$ cat src/rtl/ahb_bus_arbiter.sv
// ahb_bus_arbiter: round-robin AHB arbiter with burst/lock hold and address/data-phase owner tracking.
// Bursts and locks are attributed to the currently granted master (rr_ptr always equals index(HGRANT)).
module ahb_bus_arbiter #(
  parameter int NUM_MASTERS     = 4,
  parameter int MASTER_ID_WIDTH = 2,
  parameter int DEFAULT_MASTER  = 0
) (
  input  logic                       HCLK,
  input  logic                       HRESETn,
  input  logic [NUM_MASTERS-1:0]     HBUSREQ,
  input  logic [NUM_MASTERS-1:0]     HLOCK,
  input  logic [1:0]                 HTRANS,
  input  logic [2:0]                 HBURST,
  input  logic                       HREADY,
  output logic [NUM_MASTERS-1:0]     HGRANT,
  output logic [MASTER_ID_WIDTH-1:0] HMASTER,
  output logic [MASTER_ID_WIDTH-1:0] HMASTER_DATA,
  output logic                       HMASTLOCK
);
  typedef enum logic [1:0] {ARB, BURST, LOCKED} state_t;
  localparam logic [MASTER_ID_WIDTH-1:0] DEF = MASTER_ID_WIDTH'(DEFAULT_MASTER);
  localparam logic [1:0] T_BUSY = 2'b01, T_NONSEQ = 2'b10, T_SEQ = 2'b11;
  state_t state, state_nx;
  logic [MASTER_ID_WIDTH-1:0] rr_ptr, winner, cand;
  logic [3:0] beats_left, beats_nx, burst_len;
  logic rearb, owner_lock, nonseq;
  assign owner_lock = HLOCK[rr_ptr];
  assign nonseq = HTRANS == T_NONSEQ;
  assign burst_len = HBURST >= 3'd6 ? 4'd15 : HBURST >= 3'd4 ? 4'd7 : HBURST >= 3'd2 ? 4'd3 : 4'd0;
  // descending scan: the last hit is the nearest requester after rr_ptr
  always_comb begin
    winner = DEF;
    cand = '0;
    for (int k = NUM_MASTERS; k >= 1; k--) begin
      cand = MASTER_ID_WIDTH'((int'(rr_ptr) + k) % NUM_MASTERS);
      if (HBUSREQ[cand]) winner = cand;
    end
  end
  always_comb begin
    state_nx = state;
    beats_nx = beats_left;
    rearb = 1'b0;
    if (HREADY)
      case (state)
        ARB:
          if (nonseq && owner_lock) state_nx = LOCKED;
          else if (nonseq && burst_len != 4'd0) begin
            state_nx = BURST;
            beats_nx = burst_len;
          end else rearb = 1'b1;
        BURST:
          if (HTRANS == T_SEQ) begin
            beats_nx = beats_left - 4'd1;
            if (beats_left == 4'd1) begin
              rearb = 1'b1;
              state_nx = ARB;
            end
          end else if (HTRANS != T_BUSY) begin
            state_nx = ARB;
            beats_nx = 4'd0;
          end
        LOCKED:
          if (!owner_lock) begin
            rearb = 1'b1;
            state_nx = ARB;
          end
        default: state_nx = ARB;
      endcase
  end
  always_ff @(posedge HCLK or negedge HRESETn)
    if (!HRESETn) begin
      state <= ARB;
      beats_left <= 4'd0;
      rr_ptr <= DEF;
      HGRANT <= NUM_MASTERS'(1) << DEFAULT_MASTER;
      HMASTER <= DEF;
      HMASTER_DATA <= DEF;
      HMASTLOCK <= 1'b0;
    end else begin
      state <= state_nx;
      beats_left <= beats_nx;
      if (rearb) begin
        rr_ptr <= winner;
        HGRANT <= NUM_MASTERS'(1) << winner;
      end
      if (HREADY) begin
        HMASTER <= rr_ptr;
        HMASTER_DATA <= HMASTER;
        HMASTLOCK <= owner_lock;
      end
    end
endmodule

$ cat config.mk
export PLATFORM = sky130hd
export DESIGN_NAME = ahb_bus_arbiter
export DESIGN_NICKNAME = d
export VERILOG_FILES = /design/src/rtl/ahb_bus_arbiter.sv
export SDC_FILE = /design/constraint.sdc
export NUM_CORES = 1
export LEC_CHECK = 0
export CAP_MARGIN = 20
export CORE_ASPECT_RATIO = 0.75
export CORE_MARGIN = 1
export CORE_UTILIZATION = 43
export CTS_CLUSTER_SIZE = 28
export DETAILED_ROUTE_END_ITERATION = 7
export HOLD_SLACK_MARGIN = 0.03
export PLACE_DENSITY = 0.84
export SLEW_MARGIN = 0
export SYNTH_ARGS = -nofsm -noshare
export SYNTH_HDL_FRONTEND = slang
export SYNTH_SLANG_ARGS = --single-unit
$ cat constraint.sdc
create_clock -name HCLK -period 1.74 [get_ports HCLK]
set_input_delay 0.261 -clock HCLK [delete_from_list [all_inputs] [get_ports HCLK]]
set_output_delay 0.261 -clock HCLK [all_outputs]
set_load 0.02 [all_outputs]
==> qor.yml <==
hold_class: "input port to async pin"
skew_ns: 0.00568
numCtsBuffers: 3
hold_slack_ns: 0.287
antenna_found_initial: 0
synth.net_count: 108
drtIter0Drc: 35
p_int_mw: 1.28
antenna_left: 0
startpoint_type: "flop"
worstMarginPinSlew_ns: 0.353
synthTopCellsByArea: "dfrtp_1 (40%), mux2_2 (5.6%), a32o_1 (4.0%), nand2b_1 (3.7%), mux2_4 (3.0%)"
netlist.area_leader.share_pct: 39.7
syn2layout_area_growth_pct: 42.5
drive_above_1_share_pct: 29.0
grt_pass1_wl_mm: 4.10
worstPathArrival_ns: 1.93
crit_fanout: 3
routabilityCongestion: 0.861
first_pass_iters: 6
cts.sinks: 17
synth_cell_type_count: 43
ctsRootBufferMaster: "clkbuf_4"
comb_power_share_pct: 55.0
num_io_pins: 25
grt_usage_pct: 21.7
insertion_delay_ns: 0.29
seqPwrFrac_pct: 34.9
dp_hpwl_mm: 1.88
endpoint_kind: "flop"
setup_ws_ns: -0.0109
postCtsHoldBufs: 0
viasPerCell: 6.05
nets: 150
hold_viol_final: 0
fp.dieArea_sq_mm: 0.00255
yosys_register_bits: 17
n_fill_cell: 153
clock_path_buffers: 2
fp-row-count: 14
synthArstFlopShare_pct: 100
final.min_clock_period_ns: 1.75
die_w_um: 58.0
rsz0062_at_grt: "true"
synth_area_leader_cell: "dfrtp_1"
cts_tree: "done"
drcViolationCount: 4
cpPeakStageDelay_ns: 0.58
setup_tns_ns: -0.0144
slowest_stage: "mux4_2"
relSlewSlack_pct: 76.2
yosysWarningCount: 0
synthCells: 90
coreArea_sq_mm: 0.00210
crit_type: "flop to flop"
synth_edf_count: 0
synth_ff_type: "dfrtp_1"
antenna_cells: 0
avgRoutedWirePerCell_um: 16.5
p_leak_nw: 0.600
htreeDepth: 1
synth_area_sq_mm: 0.00101
rrSetupSlack_ns: -0.01
fmax_mhz: 571
reg2reg_depth: 4
pwr_density_cell_mw_per_mm2: 1440
path_clk_slew_ns: 0.10
start_util_pct: 48.0
swShare_pct: 38.2
synth.avg_cell_area_sq_um: 11.2
grt_pass1_vias: 901
vias: 938
io_buffer_count: 23
p_sw_uw: 793
cap_violations: 0
status: "complete, but fails checks"
wl_mm: 2.55
clkPwrFrac_pct: 10.1
r2r-start: "rr_ptr[0]"
drv_slew: 0
grt_max_degree: 18
cp_cell_sequence: "mux4_2, nor3b_4, o21ai_2, mux2_4"
crit_required_ns: 1.92
ir_worst_vdd_mv: 0.841
r2r-end: "beats_left[1]"
finalSetupViolations: 2
grt_overflow: 0
violations: "DRC, setup timing"
yosysSeqAreaShare_pct: 42.3
timing.final.crit_share_pct: 101
die-height_um: 44.0
==> registers in the layout, summed over array words and instances (netlist names) <==
signal,cells
HMASTER_DATA,2
state,2
beats_left,4
HMASTER,2
HGRANT,4
HMASTLOCK,1
rr_ptr,2
==> cells in the final DEF (no fill, tap or decap), types with 3 or more instances in the layout <==
cell             count
clkdlybuf4s50_1     23
clkbuf_4             3
inv_1                5
a32o_1               4
o21ai_0              3
mux2_2               5
buf_4               17
a31oi_1              4
mux2_4               3
nand2_1              3
nand2b_1             6
dfrtp_1             16
==> how the worst max path moves through the flow <==
stage          startpoint            end  cells after the start
6_report        rr_ptr[0]  beats_left[1]                      4
5_1_grt         rr_ptr[0]  beats_left[0]                      4
4_1_cts         rr_ptr[0]  beats_left[1]                      4
3_5_place_dp     HLOCK[3]      rr_ptr[0]                      5
3_3_place_gp     HLOCK[3]      rr_ptr[0]                      5
2_1_floorplan   rr_ptr[0]  beats_left[0]                      4
==> worst max-delay path, delay by kind of cell (launching register included) <==
family	cells	cell delay, ns
mux	2	0.90
compound gates	1	0.11
flops	1	0.40
simple gates	1	0.22
==> cell type report <==
cell class	count	area, sq um	share of cell area [%]
Multi-Input combinational cell	65	579	40.3
Sequential cell	17	427	29.7
Timing Repair Buffer	40	358	24.9
Tap cell	24	30.0	2.09
Clock buffer	4	26.3	1.83
Inverter	5	18.8	1.30
==> cell usage after synthesis (2+ instances only) <==
cell type	n
dfrtp_1	16
nand2b_1	6
inv_1	5
mux2_2	5
a31oi_1	4
a32o_1	4
nand2_1	3
o21ai_0	3
a21oi_1	2
ha_1	2
mux2_4	2
mux2i_1	2
nand3b_1	2
nor2_1	2
nor2b_1	2
o21a_1	2
o2bb2ai_1	2
==> what timing repair did <==
action,in CTS,in global routing
setup buffers,1,1
endpoints found under the hold margin,0,0
gates resized for setup,2,3
setup endpoints to repair,3,6
==> per-layer routing <==
layer / GRT usage, % / part of all wire, % / vias up
met2: 36.1 / 48 / 57
met4: 7.62 / 1.5 / 0
li1: - / - / 422
met5: 0 / 0 / -
met3: 5.97 / 8.3 / 7
met1: 27.5 / 42 / 452
==> cell families after synthesis <==
kind of cell | Yosys count | share of synthesized area [%]
AO/OA/AOI/OAI | 28 | 21.8
flip-flops | 17 | 42.3
AND/OR/NAND/NOR | 24 | 16.1
buffers and inverters | 8 | 3.47
adder cells (fa/ha/maj) | 2 | 2.48
multiplexers | 11 | 13.9
==> power by group through the flow <==
stage,clock network [mW],logic (mW),registers (mW)
2_1_floorplan,0,0.500,0.822
3_3_place_gp,0,1.01,0.706
3_5_place_dp,0,1.05,0.719
4_1_cts,0.219,1.09,0.712
5_1_grt,0.238,1.22,0.747
6_report,0.210,1.14,0.725
==> through the flow <==
stage	power, mW	area, sq um	worst slack, ns	utilization (%)	std cells
after floorplan	1.32	1010	-0.00343	-	90
after global placement	1.71	1370	-0.240	65.0	149
after detailed placement	1.77	1370	-0.315	65.0	149
after CTS	2.02	1410	-0.00793	67.0	154
after global routing	2.21	1440	-0.0893	68.5	155
final	2.08	1440	-0.0109	68.5	155
No activity file was read; power rests on OpenSTA's default activity.
